File: src/rtl/rv32i_types_pkg.sv
// Shared scalar-core types used by the vector datapath.
package rv32i_types_pkg;

  typedef enum logic [1:0] {
    SEW8  = 2'd0,
    SEW16 = 2'd1,
    SEW32 = 2'd2,
    SEW64 = 2'd3
  } sew_t;

endpackage

File: src/rtl/rv32v_ex_mem_pkg.sv
// Types and sizing helpers for the execute-to-memory skid buffer.
package rv32v_ex_mem_pkg;

  // Occupancy is read straight off the state encoding, so keep EMPTY/MAIN/FULL = 0/1/2.
  localparam logic [1:0] ST_EMPTY = 2'd0;
  localparam logic [1:0] ST_MAIN  = 2'd1;
  localparam logic [1:0] ST_FULL  = 2'd2;

  localparam int unsigned EEW_W = $bits(rv32i_types_pkg::sew_t);

  // load + store + wen + storedata + aluresult + woffset + vd + eew + index + done
  function automatic int unsigned payload_width(input int unsigned lanes,
                                                input int unsigned off_w,
                                                input int unsigned cb_w);
    return 2 + lanes + 64 * lanes + lanes * off_w + 5 + EEW_W + cb_w + 1;
  endfunction

endpackage

File: src/rtl/rv32v_pipe_reg.sv
// Enable-loaded register of parametric width with synchronous active-high clear.
module rv32v_pipe_reg #(
  parameter int unsigned Width = 8
) (
  input  logic             clk_i,
  input  logic             rst_i,
  input  logic             en_i,
  input  logic [Width-1:0] d_i,
  output logic [Width-1:0] q_o
);

  logic [Width-1:0] data_d, data_q;

  always_comb begin
    data_d = data_q;
    if (en_i) data_d = d_i;
  end

  always_ff @(posedge clk_i) begin
    if (rst_i) data_q <= '0;
    else       data_q <= data_d;
  end

  assign q_o = data_q;

endmodule

File: src/rtl/rv32v_ex_mem_skid_buffer.sv
// Two-entry execute-to-memory skid buffer carrying NUM_LANES vector lanes.
// Define RV32V_EXMEM_PERF_EN to add the stall_cycles back-pressure counter.
module rv32v_ex_mem_skid_buffer
  import rv32v_ex_mem_pkg::*;
#(
  parameter int unsigned NUM_LANES = 2,
  parameter int unsigned OFFSET_W  = 3,
  parameter int unsigned CB_IDX_W  = 3
) (
  input  logic                          CLK,
  input  logic                          RST,
  input  logic                          flush,
  input  logic                          in_valid,
  output logic                          in_ready,
  input  logic                          in_load_ena,
  input  logic                          in_store_ena,
  input  logic [NUM_LANES-1:0]          in_wen,
  input  logic [NUM_LANES*32-1:0]       in_storedata,
  input  logic [NUM_LANES*32-1:0]       in_aluresult,
  input  logic [NUM_LANES*OFFSET_W-1:0] in_woffset,
  input  logic [4:0]                    in_vd,
  input  logic [EEW_W-1:0]              in_eew,
  input  logic [CB_IDX_W-1:0]           in_index,
  input  logic                          in_done,
  output logic                          out_valid,
  input  logic                          out_ready,
  output logic                          out_load_ena,
  output logic                          out_store_ena,
  output logic [NUM_LANES-1:0]          out_wen,
  output logic [NUM_LANES*32-1:0]       out_storedata,
  output logic [NUM_LANES*32-1:0]       out_aluresult,
  output logic [NUM_LANES*OFFSET_W-1:0] out_woffset,
  output logic [4:0]                    out_vd,
  output logic [EEW_W-1:0]              out_eew,
  output logic [CB_IDX_W-1:0]           out_index,
  output logic                          out_done,
  output logic [1:0]                    occupancy
`ifdef RV32V_EXMEM_PERF_EN
  ,
  output logic [31:0]                   stall_cycles
`endif
);

  localparam int unsigned PW = payload_width(NUM_LANES, OFFSET_W, CB_IDX_W);

  logic [PW-1:0] in_pl, main_d, main_q, skid_q;
  logic [1:0]    state_d, state_q;
  logic          push, pop, main_en, skid_en;

  assign in_pl = {in_load_ena, in_store_ena, in_wen, in_storedata, in_aluresult,
                  in_woffset, in_vd, in_eew, in_index, in_done};

  assign {out_load_ena, out_store_ena, out_wen, out_storedata, out_aluresult,
          out_woffset, out_vd, out_eew, out_index, out_done} = main_q;

  // in_ready depends on registered state only; out_ready never reaches it.
  assign in_ready  = (state_q != ST_FULL);
  assign out_valid = (state_q != ST_EMPTY);
  assign occupancy = state_q;
  assign push      = in_valid & in_ready & ~flush;
  assign pop       = out_valid & out_ready;

  always_comb begin
    state_d = state_q;
    main_en = 1'b0;
    skid_en = 1'b0;
    main_d  = in_pl;
    unique case (state_q)
      ST_EMPTY: begin
        if (push) begin
          main_en = 1'b1;
          state_d = ST_MAIN;
        end
      end
      ST_MAIN: begin
        if (push && pop) begin
          main_en = 1'b1;
        end else if (push) begin
          skid_en = 1'b1;
          state_d = ST_FULL;
        end else if (pop) begin
          state_d = ST_EMPTY;
        end
      end
      ST_FULL: begin
        if (pop) begin
          main_en = 1'b1;
          main_d  = skid_q;
          state_d = ST_MAIN;
        end
      end
      default: state_d = ST_EMPTY;
    endcase
    if (flush) state_d = ST_EMPTY;
  end

  always_ff @(posedge CLK) begin
    if (RST) state_q <= ST_EMPTY;
    else     state_q <= state_d;
  end

  rv32v_pipe_reg #(.Width(PW)) u_main (
    .clk_i (CLK),
    .rst_i (RST),
    .en_i  (main_en),
    .d_i   (main_d),
    .q_o   (main_q)
  );

  rv32v_pipe_reg #(.Width(PW)) u_skid (
    .clk_i (CLK),
    .rst_i (RST),
    .en_i  (skid_en),
    .d_i   (in_pl),
    .q_o   (skid_q)
  );

`ifdef RV32V_EXMEM_PERF_EN
  logic [31:0] stall_d, stall_q;

  // Saturating; flush deliberately leaves it alone.
  always_comb begin
    stall_d = stall_q;
    if (out_valid && !out_ready && (stall_q != 32'hFFFF_FFFF)) stall_d = stall_q + 32'd1;
  end

  always_ff @(posedge CLK) begin
    if (RST) stall_q <= '0;
    else     stall_q <= stall_d;
  end

  assign stall_cycles = stall_q;
`endif

endmodule

File: config.mk
export PLATFORM = sky130hd
export DESIGN_NAME = rv32v_ex_mem_skid_buffer
export DESIGN_NICKNAME = d
export VERILOG_FILES = /design/src/rtl/rv32i_types_pkg.sv /design/src/rtl/rv32v_ex_mem_pkg.sv /design/src/rtl/rv32v_pipe_reg.sv /design/src/rtl/rv32v_ex_mem_skid_buffer.sv
export SDC_FILE = /design/constraint.sdc
export NUM_CORES = 1
export LEC_CHECK = 0
export CAP_MARGIN = 15
export CORE_MARGIN = 10
export CORE_UTILIZATION = 45
export DETAILED_ROUTE_END_ITERATION = 12
export PLACE_DENSITY = 0.73
export SYNTH_ARGS = -nofsm -noshare
export SYNTH_HDL_FRONTEND = slang
export SYNTH_SLANG_ARGS = --single-unit
File: constraint.sdc
create_clock -name CLK -period 2.08 [get_ports CLK]
set_input_delay 0.312 -clock CLK [delete_from_list [all_inputs] [get_ports CLK]]
set_output_delay 0.312 -clock CLK [all_outputs]
set_load 0.01 [all_outputs]
# Word level (Yosys, flattened, before mapping)
# Index checks and enable logic that the tools add are counted.
dict set report classes {
  mux 14
  n_bitwise 4
  n_eq_ne 7
  reduce_logical 5
}
# op n
set op_table {}
lappend op_table {{2-to-1 mux 149 bit} 2}
lappend op_table {{2-to-1 mux 2 bit} 5}
lappend op_table {{inequality test 2 bit (second input constant)} 4}
lappend op_table {{case mux 2 bit (3 select lines)} 1}
lappend op_table {{2-to-1 mux 1 bit} 5}
lappend op_table {{AND reduction 4 bit} 1}
lappend op_table {{AND 1 bit} 3}
lappend op_table {{inequality test 3 bit (second input constant)} 1}
lappend op_table {{case mux 1 bit (3 select lines)} 1}
lappend op_table {{equality test 2 x 1 -> 1 bit (second input constant)} 1}
lappend op_table {{equality test 2 bit (second input constant)} 1}
lappend op_table {{zero test 2 bit} 1}
lappend op_table {{nonzero test 2 bit} 1}
lappend op_table {{OR reduction 2 bit} 1}
lappend op_table {{logical AND 1 bit} 1}
lappend op_table {{NOT 1 bit} 1}
dict set report totals {
  reg_bits 300
  out_inout_bits 153
  inputBits 154
  elab_cells 33
}

# Logic depth before layout (Yosys ltp)
dict set report depth {
  word_depth 6
  depth_mapped 7
  mapped_depth_nobuf 3
}

# Cells and area by module
# From an unflattened synthesis, not the netlist that was laid out.
dict set report hier_totals {
  cells_unflattened 1145
  hier_area_um2 13036.3
}
# module area_per_inst_um2 n_inst cells_per_inst seq_area_each_um2
set modules_own_cells {}
lappend modules_own_cells {rv32v_pipe_reg 5340.1 2 481 2982.9}
lappend modules_own_cells {rv32v_ex_mem_skid_buffer 2356.0 1 183 40.0}

# Worst setup path after synthesis
# No wires, ideal clock.
dict set report synth_path {
  kind {register -> register}
  from {register state_q[0], in the netlist occupancy[0]}
  to {register u_main.data_q[116], in the netlist u_main.q_o[116]}
  n_path_buf 3
  arrival_ps 1594
  required_time_ps 1928
  stages_incl_launch_ff 7
  synth_period_minus_slack_ps 1746
  setup_time_ps 152
  slack_ps 334
  path_cell_list {dfxtp_1 clkbuf_2 and3b_1 nor2_1 clkbuf_1 buf_2 a221oi_2}
}
dict set report synth_between {
  elab_chain_len 6
  elab_cells_between_ends 15
  cone_classes {eq/ne: 3; mux: 6; bitwise: 3; reduce/logical: 3}
}
# element line
set synth_lines {}
lappend synth_lines {{start, declared} rv32v_ex_mem_skid_buffer.sv:47} ;# logic [1:0] state_d, state_q;
lappend synth_lines {{start signal, assigned} rv32v_ex_mem_skid_buffer.sv:99} ;# else state_q <= state_d;
lappend synth_lines {{inequality test 2 bit} rv32v_ex_mem_skid_buffer.sv:57} ;# assign in_ready = (state_q != ST_FULL);
lappend synth_lines {{AND 1 bit (2 in series)} rv32v_ex_mem_skid_buffer.sv:60} ;# assign push = in_valid & in_ready & ~flush;
lappend synth_lines {{logical AND 1 bit} rv32v_ex_mem_skid_buffer.sv:76} ;# if (push && pop) begin
lappend synth_lines {{2-to-1 mux 1 bit} rv32v_ex_mem_skid_buffer.sv:76}
lappend synth_lines {{case mux 1 bit (3 select lines)} rv32v_ex_mem_skid_buffer.sv:68} ;# unique case (state_q)
lappend synth_lines {{end signal, assigned} rv32v_pipe_reg.sv:21} ;# else data_q <= data_d;
lappend synth_lines {{end, declared} rv32v_pipe_reg.sv:12} ;# logic [Width-1:0] data_d, data_q;
# Several ways; a longest one is shown, not always the timed one.
# A chain may end at the register's enable or synchronous reset.

# Worst setup path in the final report
dict set report layout_path {
  from {register state_q[1], in the netlist occupancy[1]}
  to {output occupancy[1]}
}
# element line
set layout_lines {}
lappend layout_lines {{end, declared} rv32v_ex_mem_skid_buffer.sv:37} ;# output logic [1:0] occupancy
# No word-level cell between the ends.

==> reports/summary.txt <==
Die Wd = 191.4 um
Yosys top cell by area = dfxtp_1
Drt first-iter violations = 1,143
Reg power frac = 44.9%
Via density = 5.943
I/O pins = 307
Met2 Resource Use GR = 35.74%
Number of flops mapped to enable cells by yosys = 0
# fillers = 2,398
CP Max Fanout = 7
Max capacitance violation total = 0
Cell area after placement = 17,120 um^2
Synth cell types = 27
Worst Min Path Start = RST
Cell Area, Synth = 13,220 um^2
Total CTS buffers = 31
NumNets Final = 1,788
Most common cell in the netlist = dfxtp_1
Area growth from synthesis to layout = 36.65%
Status = completed
CTS sink cnt = 300
Input/output buffers = 306
Final HPWL DP = 28,550 um
Post-synth ARST share = 0%
Gr busiest metal = met2
Vias in the first global route = 11,938
Critical Path Source Type = flop
Hold Violations, Final = 0
DR pass1 iterations = 7
Clk slew on worst S/H paths = 0.06 ns
Top post-synthesis cells by count = dfxtp_1, nor2_1, a21oi_1, mux2i_1
GR Layer Usage met3 = 6.177%
Layout cells sized above 1 = 14.71%
Area contributors post-synth = dfxtp_1, a221oi_2, mux2i_1
Largest net degree at the start of global routing = 76
Synthesis-stage register bit count = 300
Hold Crit Class = in2reg
Yosys warnings = 0
Seq. cell area = 6011 um^2
Clk_skew = 0.02872 ns
Core Area = 28,860 um^2
Antenna Nets Post-Route = 0
Share of the synthesized area in the top cell type = 45.44%
Sequential area share after synthesis = 45.44%
Final core occ = 62.59%
Final Max Slew Viols = 0
Design area = 18,060 um^2
Overall power = 13,880 uW
Worst-margin pin slew = 0.6387 ns
CP required = 1.77 ns
Multi-input gate area = 6476 um^2
Postcts setup bufs = 0
Hold Worst Slack = 0.2413 ns
Clock buffer depth = 3
Leakage = 0.007108 uW
Cell Int Power = 10,280 uW
WP data arrival = 1.67 ns
CP startpoint = occupancy[1]
Final period util = 95.23%
GRT Total Usage = 22.30%
VDD IR-drop max = 529.7 uV
Via count = 12,111
Logic pwr share = 17.6%
Final WL = 43,130 um
Avg WL per Cell = 21.16 um
Final GP Congestion = 0.8207
Power Density = 768.3 nW/um^2
Net Sw Frac = 25.90%
Sw Pwr = 3595 uW
Initial antenna violation count = 3
Die Ht = 191.4 um
Met1 Use GR = 29.42%
Clock power share = 37.5%
Die area = 36,630 um^2
Avg Synthesized Cell Area = 9.564 um^2
Syn Nets = 1,536
Grt ovf = 0
# hold bufs at CTS = 0
RSZ-0062 raised after global routing = false
Worst-Skew Late Latency = 0.55 ns
Final setup fails = 0
Post-synthesis cell count = 1,382
Initial Utilization = 45.80%
Crit end category = output pin
H-tree Lvls = 1
Relative slew margins = 57.42%
Fmax = 504.9 MHz
Reg-to-reg startpoint = occupancy[0]
Drc violations = 0
CTS tree = yes
Global-route wire length before repair = 67,610 um
Tmin final = 1.981 ns
Root buffer cell = clkbuf_16
Number of core rows = 62
Ys flop type = dfxtp_1
Crit Path Class = reg2out
[cells in the final DEF, fill, tap and decap left out, types with 5 or more instances in the layout]
cell type,count
clkbuf_16,31
o21ai_0,149
a221oi_2,110
a21oi_1,150
mux2i_1,150
buf_12,39
clkbuf_8,5
nor2_1,151
clkdlybuf4s50_1,303
clkbuf_1,10
buf_4,41
nand3_1,149
a221oi_1,39
dfxtp_1,298
[power groups by stage]
stage | sequential [uW] | clock, uW | combinational (uW)
after CTS | 6230 | 5300 | 2450
final | 6230 | 5200 | 2450
after global routing | 6250 | 5540 | 2620
after floorplan | 6420 | 0 | 1020
after detailed placement | 6350 | 0 | 2440
after global placement | 6350 | 0 | 2410
[registers in the layout (all words and copies together) (netlist names)]
| name | cells |
|---|---|
| occupancy | 2 |
| u_main.q_o | 149 |
| u_skid.q_o | 149 |
[layer usage]
metal,routed length (um),part of all wire [%]
met5,11,0.026
met1,18050,42
met4,650,1.5
met3,4106,9.5
met2,20310,47
[final timing paths]
check / to / slack [ns] / cells past startpoint
worst min register to register: u_skid.q_o[140] / 0.47 / 2
worst max register to register: u_main.q_o[86] / 0.35 / 5
worst max-delay path: occupancy[1] / 0.1 / 2
worst min-delay path: u_skid.q_o[8] / 0.24 / 2
[through the flow]
step | worst slack (ns) | setup TNS (ns) | std cells
after floorplan | 0.3345 | 0 | 1382
after global placement | -0.1318 | -12.44 | 1985
after global routing | 0.04603 | 0 | 2038
after detailed placement | -0.1584 | -16.95 | 1985
after CTS | 0.003741 | 0 | 2036
final | 0.09924 | 0 | 2038
[what timing repair did]
action	in CTS	in global routing
pin swaps	0	0
setup endpoints to repair	4	1
gates resized for setup	4	1
hold endpoints to repair	0	0
[worst max-delay path, stage by stage, from the launching register on]
cell	delay, ns
dfxtp_2	0.40
buf_4	0.18
clkdlybuf4s50_1	0.55
[logic make-up (layout without fill, tap and decap cells)]
logic type	after synthesis	after routing	synth area share, %
compound gates	450	450	26.52
flops	300	300	45.44
buf+inv	167	437	5.945
mux	150	150	11.36
simple gates	315	315	10.73
other cells	0	2	0
[layout make-up]
| type | instances | share of cell area (%) |
|---|---|---|
| Sequential cell | 300 | 33.28 |
| Clock buffer | 46 | 4.884 |
| Tap cell | 384 | 2.660 |
| Timing Repair Buffer | 386 | 23.02 |
| Clock inverter | 5 | 0.2771 |
| Multi-Input combinational cell | 915 | 35.85 |
| Antenna cell | 2 | 0.02771 |
Power figures use the tool's default switching activity.
